===== config.mk =====
export PLATFORM = sky130hd
export DESIGN_NAME = game_io_bridge
export DESIGN_NICKNAME = d
export VERILOG_FILES = /design/src/rtl/game_io_pkg.sv /design/src/rtl/io_debouncer.sv /design/src/rtl/game_io_bridge.sv
export SDC_FILE = /design/constraint.sdc
export NUM_CORES = 1
export LEC_CHECK = 0
export CAP_MARGIN = 5
export CORE_ASPECT_RATIO = 1.2
export CORE_MARGIN = 2
export CORE_UTILIZATION = 51
export CTS_BUF_LIST = sky130_fd_sc_hd__clkbuf_4
export DETAILED_ROUTE_END_ITERATION = 10
export PLACE_DENSITY = 0.82
export SLEW_MARGIN = 40
export SYNTH_ARGS = -nofsm -noshare
export SYNTH_HDL_FRONTEND = slang
export SYNTH_SLANG_ARGS = --single-unit

===== constraint.sdc =====
create_clock -name clock -period 2.81 [get_ports clock]
set_clock_uncertainty 0.05 [all_clocks]
set_input_delay 0.281 -clock clock [delete_from_list [all_inputs] [get_ports clock]]
set_output_delay 0.281 -clock clock [all_outputs]
set_load 0.005 [all_outputs]

===== src/rtl/game_io_pkg.sv =====
// Shared constants for the game I/O bridge: command opcodes, status-word bit
// positions and command-word field positions.
package game_io_pkg;

  typedef enum logic [3:0] {
    OP_NOP          = 4'd0,
    OP_CLEAR_EVENTS = 4'd1,
    OP_SET_SCORE    = 4'd2,
    OP_SET_LEDS     = 4'd3,
    OP_RESET_FRAME  = 4'd4
  } opcode_e;

  // r20 status word bit positions
  localparam int ST_JUMP_LVL = 0;
  localparam int ST_DUCK_LVL = 1;
  localparam int ST_JUMP_EVT = 2;
  localparam int ST_DUCK_EVT = 3;
  localparam int ST_TICK     = 4;
  localparam int ST_ACK      = 31;

  // r16 command word fields
  localparam int CMD_TOGGLE_BIT = 31;
  localparam int CMD_OP_MSB     = 3;
  localparam int CMD_OP_LSB     = 0;

  // CLEAR_EVENTS mask bits carried in r17
  localparam int CLR_JUMP = 0;
  localparam int CLR_DUCK = 1;
  localparam int CLR_TICK = 2;

endpackage


===== src/rtl/io_debouncer.sv =====
// Two-flop synchronizer followed by a stability counter; the debounced level
// flips only after DEBOUNCE_CYCLES consecutive mismatching cycles.
module io_debouncer #(
  parameter logic [15:0] DEBOUNCE_CYCLES = 16'd50000
) (
  input  logic clk,
  input  logic rst_n,
  input  logic i_raw,
  output logic o_level,
  output logic o_rise
);

  logic [1:0]  r_sync;
  logic [15:0] r_cnt;
  logic        r_level;
  logic        w_mismatch;
  logic        w_flip;

  assign w_mismatch = r_sync[1] ^ r_level;
  assign w_flip     = w_mismatch && (r_cnt == DEBOUNCE_CYCLES - 16'd1);

  // NOTE: sequential state uses non-blocking assignments so every flop samples
  // pre-edge values; blocking here would collapse the synchronizer chain.
  always_ff @(posedge clk or negedge rst_n) begin
    if (!rst_n) begin
      r_sync  <= 2'b00;
      r_cnt   <= 16'd0;
      r_level <= 1'b0;
    end else begin
      r_sync <= {r_sync[0], i_raw};
      if (w_flip) begin
        r_level <= r_sync[1];
        r_cnt   <= 16'd0;
      end else if (w_mismatch) begin
        r_cnt <= r_cnt + 16'd1;
      end else begin
        r_cnt <= 16'd0;
      end
    end
  end

  assign o_level = r_level;
  // Strobe coincides with the edge that raises the level, so the press event
  // and the level become visible together.
  assign o_rise  = w_flip & r_sync[1];

endmodule


===== src/rtl/game_io_bridge.sv =====
// Peripheral side of the memory-mapped game I/O registers: button debounce and
// press latching, frame tick generation, and toggle-handshake command execution.
module game_io_bridge
  import game_io_pkg::*;
#(
  parameter logic [15:0] DEBOUNCE_CYCLES = 16'd50000,
  parameter logic [31:0] TICK_DIV        = 32'd833333
) (
  input  logic        clock,
  input  logic        ctrl_reset,
  input  logic        btn_jump_raw,
  input  logic        btn_duck_raw,
  input  logic [31:0] r16,
  input  logic [31:0] r17,
  output logic [31:0] r20,
  output logic [31:0] r22,
  output logic [15:0] score,
  output logic [7:0]  leds
);

  logic        w_jump_lvl;
  logic        w_jump_rise;
  logic        w_duck_lvl;
  logic        w_duck_rise;

  logic        r_ack;
  logic        r_jump_evt;
  logic        r_duck_evt;
  logic        r_tick_pend;
  logic [31:0] r_div;
  logic [31:0] r_frame;
  logic [15:0] r_score;
  logic [7:0]  r_leds;

  logic        w_pending;
  opcode_e     w_op;
  logic        w_wrap;
  logic        w_clr_jump;
  logic        w_clr_duck;
  logic        w_clr_tick;
  logic        w_set_score;
  logic        w_set_leds;
  logic        w_reset_frame;
  logic        w_unused;

  io_debouncer #(.DEBOUNCE_CYCLES(DEBOUNCE_CYCLES)) u_jump_db (
    .clk    (clock),
    .rst_n  (ctrl_reset),
    .i_raw  (btn_jump_raw),
    .o_level(w_jump_lvl),
    .o_rise (w_jump_rise)
  );

  io_debouncer #(.DEBOUNCE_CYCLES(DEBOUNCE_CYCLES)) u_duck_db (
    .clk    (clock),
    .rst_n  (ctrl_reset),
    .i_raw  (btn_duck_raw),
    .o_level(w_duck_lvl),
    .o_rise (w_duck_rise)
  );

  assign w_pending = r16[CMD_TOGGLE_BIT] ^ r_ack;
  assign w_op      = opcode_e'(r16[CMD_OP_MSB:CMD_OP_LSB]);
  assign w_wrap    = (r_div == TICK_DIV - 32'd1);
  assign w_unused  = ^{r16[30:4], r17[31:16]};

  // NOTE: every always_comb output gets a default before any branch; a path
  // that leaves one unassigned would infer a latch.
  always_comb begin
    w_clr_jump    = 1'b0;
    w_clr_duck    = 1'b0;
    w_clr_tick    = 1'b0;
    w_set_score   = 1'b0;
    w_set_leds    = 1'b0;
    w_reset_frame = 1'b0;
    if (w_pending) begin
      case (w_op)
        OP_CLEAR_EVENTS: begin
          w_clr_jump = r17[CLR_JUMP];
          w_clr_duck = r17[CLR_DUCK];
          w_clr_tick = r17[CLR_TICK];
        end
        OP_SET_SCORE:   w_set_score   = 1'b1;
        OP_SET_LEDS:    w_set_leds    = 1'b1;
        OP_RESET_FRAME: w_reset_frame = 1'b1;
        default:        ;
      endcase
    end
  end

  // Ack toggles once per observed request, which retires the pending condition.
  always_ff @(posedge clock or negedge ctrl_reset) begin
    if (!ctrl_reset) begin
      r_ack   <= 1'b0;
      r_score <= 16'd0;
      r_leds  <= 8'd0;
    end else begin
      if (w_pending)   r_ack   <= ~r_ack;
      if (w_set_score) r_score <= r17[15:0];
      if (w_set_leds)  r_leds  <= r17[7:0];
    end
  end

  // RESET_FRAME overrides the counter update but not the tick on a wrap cycle.
  always_ff @(posedge clock or negedge ctrl_reset) begin
    if (!ctrl_reset) begin
      r_div   <= 32'd0;
      r_frame <= 32'd0;
    end else if (w_reset_frame) begin
      r_div   <= 32'd0;
      r_frame <= 32'd0;
    end else if (w_wrap) begin
      r_div   <= 32'd0;
      r_frame <= r_frame + 32'd1;
    end else begin
      r_div <= r_div + 32'd1;
    end
  end

  // Sticky bits: a set in the same cycle as a clear wins.
  always_ff @(posedge clock or negedge ctrl_reset) begin
    if (!ctrl_reset) begin
      r_jump_evt  <= 1'b0;
      r_duck_evt  <= 1'b0;
      r_tick_pend <= 1'b0;
    end else begin
      r_jump_evt  <= w_jump_rise | (r_jump_evt  & ~w_clr_jump);
      r_duck_evt  <= w_duck_rise | (r_duck_evt  & ~w_clr_duck);
      r_tick_pend <= w_wrap      | (r_tick_pend & ~w_clr_tick);
    end
  end

  always_comb begin
    r20              = 32'd0;
    r20[ST_JUMP_LVL] = w_jump_lvl;
    r20[ST_DUCK_LVL] = w_duck_lvl;
    r20[ST_JUMP_EVT] = r_jump_evt;
    r20[ST_DUCK_EVT] = r_duck_evt;
    r20[ST_TICK]     = r_tick_pend;
    r20[ST_ACK]      = r_ack;
  end

  assign r22   = r_frame;
  assign score = r_score;
  assign leds  = r_leds;

endmodule


* Word-level counts from Yosys, hierarchy flattened
Index checks and enable logic that the tools add are counted.
** Word-level totals
- Flip-flop bits (word level) :: 130
- Output and inout bits :: 88
- Word-level logic and storage cells :: 63
** Cells by class
- Add/sub/neg operators :: 4
- Equal/unequal tests :: 7
- Multiplexer cells :: 20
- Bitwise gates (word level) :: 15
- Reductions and logical operators :: 3
** Operators by type and width (count)
- 2-to-1 mux 32 bit :: 4
- adder 32 x 1 -> 32 bit (second input constant) :: 2
- 2-to-1 mux 16 bit :: 4
- adder 16 x 1 -> 16 bit (second input constant) :: 2
- == test 16 bit (second input constant) :: 2
- == test 32 x 20 -> 1 bit (second input constant) :: 1
- 2-to-1 mux 1 bit :: 12
- == test 4 x 2 -> 1 bit (second input constant) :: 2
- bitwise AND 1 bit :: 5
- == test 4 x 1 -> 1 bit (second input constant) :: 1
- == test 4 x 3 -> 1 bit (second input constant) :: 1
- NOT 1 bit :: 4
- bitwise OR 1 bit :: 3
- XOR 1 bit :: 3
- logical AND 1 bit :: 2
- nonzero test 2 bit :: 1

* Longest topological paths before layout
Gate-level depths: netlist of the first run.
- Word-level depth :: 6
- Gate-level depth with buffers :: 9
- Depth with buffers taken out :: 7

* Cells and area by module
A second synthesis of the first run with hierarchy kept.
** Second synthesis, totals
- Cells, all modules :: 651
- Area, all modules :: 6786.5 um^2
** Modules (own cells, without submodules)
- game_io_bridge :: instances 1, cells each 483, area each 4869.7 um^2, seq. area each 2302.2 um^2
- io_debouncer :: instances 2, cells each 84, area each 958.4 um^2, seq. area each 475.5 um^2

* Worst setup path after synthesis of the first run
OpenSTA, ideal clock, no wires.
- Kind :: register to register
- Start :: reg r_div[0]
- End :: reg r_frame[10], in the netlist r22[10]
- Arrival time :: 1.913 ns
- Required time :: 2.682 ns
- Slack :: 0.769 ns
- Cell stages (with the launch flop) :: 10
- Buffers on the path :: 2
- Path through :: dfrtp_1 inv_1 ha_1 nor4b_2 and3_1 buf_4 nand3_4 buf_6 or4_1 a21oi_1
** On the way
- Cells in the longest elaborated chain, start to end :: 2
** Ends and longest elaborated chain
- start, declared :: RTL line game_io_bridge.sv:30 : logic [31:0] r_div;
- start signal, assigned :: RTL line game_io_bridge.sv:116 : r_div <= r_div + 32'd1;
- == test 32 x 20 -> 1 bit :: RTL line game_io_bridge.sv:64 : assign w_wrap = (r_div == TICK_DIV - 32'd1);
- nonzero test 2 bit (no line)
- end signal, assigned :: RTL line game_io_bridge.sv:114 : r_frame <= r_frame + 32'd1;
- end, declared :: RTL line game_io_bridge.sv:31 : logic [31:0] r_frame;
Every way passes these cells.
A chain may end at the register's enable or synchronous reset.

* Worst setup path in the final report of the first run
- Start :: reg r_div[0]
- End :: reg r_frame[18], in the netlist r22[18]
Same word-level chain as after synthesis.

==> metrics.txt, run 1 <==
drt total wl 13500 um; Synth cell types 40; Hold Path Class in2reg; IO buf count 86; CP Capture Type flop; CP arrival 2.85 ns; Worst Min Path Start btn_duck_raw; Post-synth EDFFs 0; PwrDens 584 mW/mm^2; Die Height 126 um; VDD IR-drop max 0.414 mV; Seq/Total Area, Yosys 51.0%; outcome finished, final reports clean; Yosys Warn Count 0; Post-DP HPWL 9750 um; Clock Pin Slew Worst Setup and Hold Paths 0.10 ns; post-synthesis register bit count 130; pins over their slew limit 0; setup tns final 0 ns; fin nets 788; delay-heaviest family, CP simple AND/OR/NAND/NOR gates; largest net degree at the start of global routing 57; antenna-violating nets left 0; CP Cell Sequence inv_1, ha_1, nor4b_2, and3_1, nand4_1, or4_1, a21oi_1; Slowest-stage cell, CP or4_1; DRC Markers 0; number of global-route vias before repair 4773; row count 44; share of cells above drive strength 1 10.5%; CTS resizes 0; Worst R2R Start r_div[0]; Root Buffer clkbuf_4; post-synthesis average cell area 10.2 sq um; total iterations of the first detailed-routing run 5; clk buf depth 2; Overflow after GRT 0; DRT iter0 DRCs 313; Post-synth ARST share 100%; Slew headroom 52.6%; H-tree depth 4; Num Clock Sinks 130; via count 4886; CTS tree done; Starting Density 52.4%; worst path bufs/invs 1; area grow syn2layout 18.1%; f_max 412 MHz; GRT Util Overall 21.2%; CP max stage delay 0.51 ns; most frequent cells in the layout dfrtp_1, nor2_1, clkdlybuf4s50_1; min Tclk post-route 2.43 ns; crit path launch type flop; vias per inst 5.50; IO Count 156; most common cell after layout, fill and taps aside dfrtp_1; initial antenna violation count 1; final setup fails 0; routability cong. 0.816; Crit Path Max Fanout 9; gate count after technology mapping 625; WS Path Type reg2reg; max-cap viol count 0; Synth Flop Type dfrtp_1; die footprint 0.0134 sq mm; RSZ-0062 raised after global routing false; Data required, critical path 3.23 ns; core area 0.0122 sq mm; clk_lat worst skew 0.55 ns; CTS hold repair buffers 1; Post-Syn Area 0.00637 sq mm; global-route wire length before repair 22400 um; buffer count from post-CTS setup fixing 0; LEAKAGE 0.00316 uW; Final period util 86.3%; Routed wire per std cell 15.2 um; worst slew pin tran 0.711 ns; Fin. Hold Viols 0; die span in x 106 um; clock buffers created by TritonCTS 17; crit path from r_div[0]; Final Power 4400 uW
through the flow:
| stage | utilization [%] | hold WS [ns] | std cells | cell area [sq um] | worst slack [ns] |
|---|---|---|---|---|---|
| finish | 61.9 | 0.114 | 889 | 7530 | 0.384 |
| global placement | 59.9 | 0.282 | 856 | 7280 | 0.476 |
| detailed placement | 59.9 | 0.286 | 856 | 7280 | 0.390 |
| CTS | 61.8 | 0.0687 | 888 | 7520 | 0.386 |
| global route | 61.9 | 0.0606 | 889 | 7530 | 0.187 |
| floorplan | - | -0.0646 | 650 | 6470 | 0.769 |
registers in the layout, indices dropped and copies added, names as in the netlist, 2 cells and up:
register          flops
r22                  32
r_div                32
score                16
u_duck_db.r_cnt      16
u_jump_db.r_cnt      16
leds                  8
u_duck_db.r_sync      2
u_jump_db.r_sync      2
area by class of cell:
type                    instances  area [sq um]
clock buffers                  22           165
repair buffers                 95           941
flip-flops and latches        130          3250
fillers                       969          4640
multi-input cells             460          2860
well taps                     161           201
diodes                          1          2.50
inverters                      11          41.3
clock inverters                 9          66.3
where the power goes:
part | internal [uW] | switching (uW)
sequential | 2120 | 275
combinational | 564 | 336
clock | 465 | 641
total | 3150 | 1250
layer usage:
metal	vias up	global-route usage, %	share of wire (%)
met5	-	0	0
met4	0	8.44	1.9
met3	23	5.19	4.0
met2	119	36.6	53
met1	2439	25.5	41
li1	2305	-	-
path summary, 6_finish.rpt:
kind                       cells past startpoint                   to  slack, ns
setup / recovery                               7              r22[18]       0.38
hold reg to reg                                0  u_duck_db.r_sync[1]       0.30
setup reg to reg                               7              r22[18]       0.38
min in group asynchronous                      2             score[6]       0.27
hold / removal                                 1  u_duck_db.r_sync[0]       0.11
max in group asynchronous                      3              r22[27]       1.62
cell usage after synthesis (4+ instances only):
library cell	count	share of area [%]
dfrtp_1	130	51
nor2_1	89	5.2
nand3_1	39	3.1
xnor2_1	36	4.9
nand2_1	35	2.1
buf_4	34	4.0
xor2_1	33	4.5
mux2_2	26	4.6
nand4_1	26	2.6
a21oi_1	24	1.9
o21ai_0	17	1.3
or3_1	17	1.7
nor4_1	14	1.4
and3_1	12	1.2
inv_1	11	0.65
clkbuf_1	10	0.59
nor3_1	10	0.79
and4_1	8	1.1
o31ai_1	6	0.71
or2_2	6	0.59
or4_1	6	0.71
and2_1	5	0.49
ha_1	5	0.98
nor4_2	4	0.79
cells by family after synthesis:
| group | Yosys count | synth area share, % |
|---|---|---|
| AO/OA/AOI/OAI | 50 | 4.32 |
| flip-flops | 130 | 51.0 |
| other | 1 | 0.0588 |
| adder cells (fa/ha/maj) | 5 | 0.982 |
| XOR/XNOR | 69 | 9.48 |
| AND/OR/NAND/NOR | 284 | 23.8 |
| buffers and inverters | 60 | 5.69 |
| multiplexers | 26 | 4.59 |
(Power assumes the default switching activity.)
==> run 2, diff against run 1 <==
Settings changed: CAP_MARGIN 5 to 20, CORE_UTILIZATION 51 to 55, PLACE_DENSITY 0.82 to 0.88.
Clock period 2.81 ns to 2.92 ns, I/O delays scaled along.
==> run 2 against run 1 <==
  * Non-clock buffer count decreased by 4
  * First-iteration DRC count increased by 35%
  * Clock power increased by 20%
  * Die area decreased by 7.0%
  * Worst setup slack got worse by 0.083 ns
  * Sequential cell count unchanged
  * Global-route usage increased by 2.9 points
  * Critical endpoint unchanged
  * Cell count decreased by 1.0%
  * Sequential power decreased by 3%
==> metrics.txt, run 2 (synthesis results as in run 1) <==
crit path launch type flop; total iterations of the first detailed-routing run 5 (unchanged); delay-heaviest family, CP simple AND/OR/NAND/NOR gates; area of the multi-input gates 0.00287 sq mm (+0.53%); IO Count 156 (unchanged); DRC Markers 0 (unchanged); Overflow after GRT 0 (unchanged); worst path bufs/invs 1 (unchanged); Starting Density 55.9% (+3.5 points); WS Path Type reg2reg; Hold Path Class in2reg; Worst Hold Slack 0.130 ns (+0.0159 ns); Data required, critical path 3.33 ns (+0.10 ns); fin nets 784 (-0.51%); RSZ-0062 raised after global routing false; die footprint 0.0125 sq mm (-7.0%); most frequent cells in the layout dfrtp_1, nor2_1, clkdlybuf4s50_1; Crit Path Max Fanout 9 (unchanged); CTS tree done; row count 43 (-2.3%); Slew headroom 54.4% (+1.8 points); f_max 382 MHz (-7.4%); min Tclk post-route 2.62 ns (+0.193 ns); via count 5016 (+2.7%); pins over their slew limit 0 (unchanged); Slowest-stage cell, CP or4_1; LEAKAGE 0.00319 uW (+0.89%); fill count 873 (-9.9%); area grow syn2layout 18.9%; GRT Util Overall 24.1% (+2.9 points); Num Clock Sinks 130 (unchanged); Post-DP HPWL 10000 um (+2.7%); DRT iter0 DRCs 421 (+35%); CTS resizes 0 (unchanged); CP arrival 3.03 ns (+0.18 ns); antenna-violating nets left 0 (unchanged); most common cell after layout, fill and taps aside dfrtp_1; H-tree depth 4 (unchanged); vias per inst 5.70 (+3.7%); largest net degree at the start of global routing 131 (+130%); core area 0.0114 sq mm (-6.3%); Final period util 89.7% (+3.4 points); CP max stage delay 0.52 ns (about the same); drt total wl 14400 um (+6.6%); Clock Pin Slew Worst Setup and Hold Paths 0.11 ns (about the same); clk_lat worst skew 0.55 ns (about the same); clock buffers created by TritonCTS 17 (unchanged); CP Capture Type flop; global-route wire length before repair 23300 um (+4.0%); max-cap viol count 0 (unchanged); share of cells above drive strength 1 10.4% (-0.080 points); VDD IR-drop max 0.374 mV (-9.7%); clk buf depth 2 (unchanged); routability cong. 0.908 (+11%); worst slew pin tran 0.684 ns (-0.0276 ns); final setup fails 0 (unchanged); Routed wire per std cell 16.4 um (+7.7%); CP Cell Sequence inv_1, ha_1, nor4b_2, and3_1, nand4_1, or4_1, a21oi_1; Root Buffer clkbuf_4; Die Height 122 um (-3.6%); Fin. Hold Viols 0 (unchanged); initial antenna violation count 0 (-1); antenna cells 0 (-1); PwrDens 598 mW/mm^2 (+2.3%); outcome finished, final reports clean; number of global-route vias before repair 4922 (+3.1%); IO buf count 86 (unchanged); die span in x 102 um (-3.6%); setup tns final 0 ns (unchanged); Register Area 0.00325 sq mm (unchanged)
## run 2: cell types whose count changed in the layout (fill, tap and decap cells not counted), moves of 2 or more
cell,delta
clkbuf_4,-4
clkinv_2,+2
clkinv_1,-2
buf_4,-4
bufinv_16,+3
## run 2: path summary, 6_finish.rpt
| check | from | endpoint | slack, ns | cells past startpoint |
|---|---|---|---|---|
| worst max-delay path | r_div[0] | r22[18] | 0.30 | 7 |
| worst min-delay path | btn_jump_raw | u_jump_db.r_sync[0] | 0.13 | 1 |
| worst max register to register | r_div[0] | r22[18] | 0.30 | 7 |
| worst min register to register | u_jump_db.r_sync[0] | u_jump_db.r_sync[1] | 0.32 | 0 |
| max in group asynchronous | ctrl_reset | r22[1] | 1.97 | 3 |
| min in group asynchronous | ctrl_reset | score[14] | 0.32 | 3 |
## run 2: repair_timing
action,CTS,global route
endpoints found under the hold margin,130,0
buffers inserted,0,0
endpoints found under the setup margin,0,0
hold buffers,1,0
## run 2: metrics by stage
step,total power [uW],std cells,cell area (sq um),utilization [%],setup WS (ns)
floorplan,2650,650,6470,-,0.879
global placement,3140,848,7250,63.5,0.554
detailed placement,3220,848,7250,63.5,0.416
CTS,4540,880,7560,66.3,0.312
global route,4730,880,7580,66.4,0.164
finish,4530,880,7580,66.4,0.301
## run 2: per-layer routing
metal | up-vias | GRT usage, % | part of all wire (%)
li1 | 2307 | - | -
met1 | 2469 | 29.9 | 39
met2 | 201 | 40.2 | 53
met3 | 39 | 5.34 | 5.5
met4 | 0 | 11.2 | 2.8
met5 | - | 0 | 0
## run 2: layout make-up
cell class / count / area share (%)
clock buffers: 18 / 1.78
clock inverters: 13 / 2.21
inverters: 11 / 0.545
multi-input cells: 460 / 37.9
flip-flops and latches: 130 / 42.9
well taps: 157 / 2.59
repair buffers: 91 / 12.0
## run 2: power by group
group	internal, uW	leakage [uW]	switching, uW	total [uW]
Combinational	543	0.00131	346	889
Sequential	2040	0.00171	275	2310
Clock	670	0.000164	657	1330
==> run 3, diff against run 2 <==
Settings changed: CORE_UTILIZATION 55 to 35, GPL_TIMING_DRIVEN set to 1, PLACE_DENSITY 0.88 to not set.
==> run 3 against run 2 <==
  * Cell area rose by 1.2%
  * Register-to-register slack better by 0.03 ns
  * Global-route usage down 8.8 points
  * Cell count rose by 8.1%
  * Routed wire length fell by 2.2%
  * Sequential share of layout area decreased by 0.50 points
  * Via count down 4.3%
  * Critical path depth stayed put
  * Clock power decreased by 3%
  * Non-clock buffer count is 3 higher
  * Die area is 55% higher
  * Sequential cell count is the same
  * Highest routed layer unchanged
==> metrics.txt, run 3 (synthesis results as in run 1) <==
f_max 387 MHz (+1.3%); VDD IR-drop max 0.215 mV (-43%); IO Count 156 (unchanged); Data required, critical path 3.35 ns (+0.02 ns); Overflow after GRT 0 (unchanged); Fin. Hold Viols 0 (unchanged); GRT Util Overall 15.4% (-8.8 points); number of global-route vias before repair 4874 (-0.98%); DRT iter0 DRCs 252 (-40%); IO buf count 86 (unchanged); Post-DP HPWL 10100 um (+0.92%); Slew headroom 56.9% (+2.5 points); global-route wire length before repair 23900 um (+2.6%); share of cells above drive strength 1 11.1% (+0.77 points); vias per inst 5.05 (-11%); fin nets 787 (+0.38%); buffer count from post-CTS setup fixing 0 (unchanged); Clock Pin Slew Worst Setup and Hold Paths 0.12 ns (about the same); CP max stage delay 0.55 ns (+0.03 ns); most common cell after layout, fill and taps aside dfrtp_1; pre-CTS WS 0.404 ns (-0.0121 ns); row count 54 (+26%); routability cong. 0.820 (-9.7%); Slowest-stage cell, CP or4_1; Root Buffer clkbuf_4; most frequent cells in the layout dfrtp_1, nor2_1, clkdlybuf4s50_1; worst slew pin tran 0.641 ns (-0.0428 ns); initial antenna violation count 0 (unchanged); Final period util 88.6% (-1.1 points); RSZ-0062 raised after global routing false; Num Clock Sinks 130 (unchanged); Die Height 152 um (+25%); Starting Density 35.3% (-21 points); met3 wire length 576 um (-27%); largest net degree at the start of global routing 54 (-59%); Crit Path Max Fanout 9 (unchanged); Routed wire per std cell 14.8 um (-9.5%); H-tree depth 4 (unchanged); CP Cell Sequence inv_1, ha_1, nor4b_2, and3_1, nand4_1, or4_1, a21oi_1; antenna cells 0 (unchanged); PwrDens 581 mW/mm^2 (-2.8%); die span in x 127 um (+24%); CTS hold repair buffers 1 (unchanged); total iterations of the first detailed-routing run 4 (-1); pins over their slew limit 0 (unchanged); drt total wl 14100 um (-2.2%); WS Path Type reg2reg; CP Capture Type flop; CTS resizes 0 (unchanged); top routing layer in use met4; die footprint 0.0193 sq mm (+55%); wire length on met1 5950 um (+7.2%); CP arrival 3.01 ns (-0.02 ns); min Tclk post-route 2.59 ns (-0.0329 ns); final setup fails 0 (unchanged); via count 4802 (-4.3%); DRC Markers 0 (unchanged); clk_lat worst skew 0.55 ns (about the same); LEAKAGE 0.00319 uW (+0.11%); Hold Path Class in2reg; clock buffers created by TritonCTS 17 (unchanged); met2 wire length 7320 um (-4.5%); max-cap viol count 0 (unchanged); core area 0.0180 sq mm (+58%); clk buf depth 2 (unchanged); area grow syn2layout 20.3%; worst path bufs/invs 1 (unchanged); Final WS setup 0.334 ns (+0.0329 ns); antenna-violating nets left 0 (unchanged); CTS tree done; outcome finished, final reports clean; crit path launch type flop; setup tns final 0 ns (unchanged); delay-heaviest family, CP simple AND/OR/NAND/NOR gates
==> run 3: power by group <==
group,internal [uW],switching (uW)
logic,542,323
registers,2040,257
clock network,638,655
total,3220,1230
==> run 3: final cells by class <==
| class | instances | area (sq um) |
|---|---|---|
| Clock inverter | 10 | 135 |
| Fill cell | 1730 | 10400 |
| Sequential cell | 130 | 3250 |
| Timing Repair Buffer | 94 | 933 |
| Clock buffer | 22 | 165 |
| Tap cell | 224 | 280 |
| Inverter | 11 | 41.3 |
| Multi-Input combinational cell | 460 | 2860 |
==> run 3: per-stage QoR <==
step	cell area [sq um]	utilization (%)	cells	hold slack, ns	power (uW)
finish	7660	42.5	951	0.125	4450
global route	7660	42.5	951	0.0844	4710
floorplan	6470	-	650	-0.0536	2650
global placement	7350	40.8	918	0.275	3170
detailed placement	7350	40.8	918	0.284	3210
CTS	7660	42.5	951	0.0814	4520
==> run 3: final timing paths <==
path	startpoint	end	slack [ns]	cells past startpoint
worst max-delay path	r_div[0]	r22[18]	0.33	7
worst min-delay path	btn_jump_raw	u_jump_db.r_sync[0]	0.13	1
worst max register to register	r_div[0]	r22[18]	0.33	7
worst min register to register	u_duck_db.r_sync[0]	u_duck_db.r_sync[1]	0.30	0
max in group asynchronous	ctrl_reset	r_div[3]	1.72	3
min in group asynchronous	ctrl_reset	leds[3]	0.22	2
==> run 3: routing by layer <==
| metal | vias up | track usage, % |
|---|---|---|
| met3 | 21 | 3.84 |
| met1 | 2386 | 19.0 |
| met5 | - | 0 |
| met4 | 0 | 5.76 |
| li1 | 2303 | - |
| met2 | 92 | 25.9 |
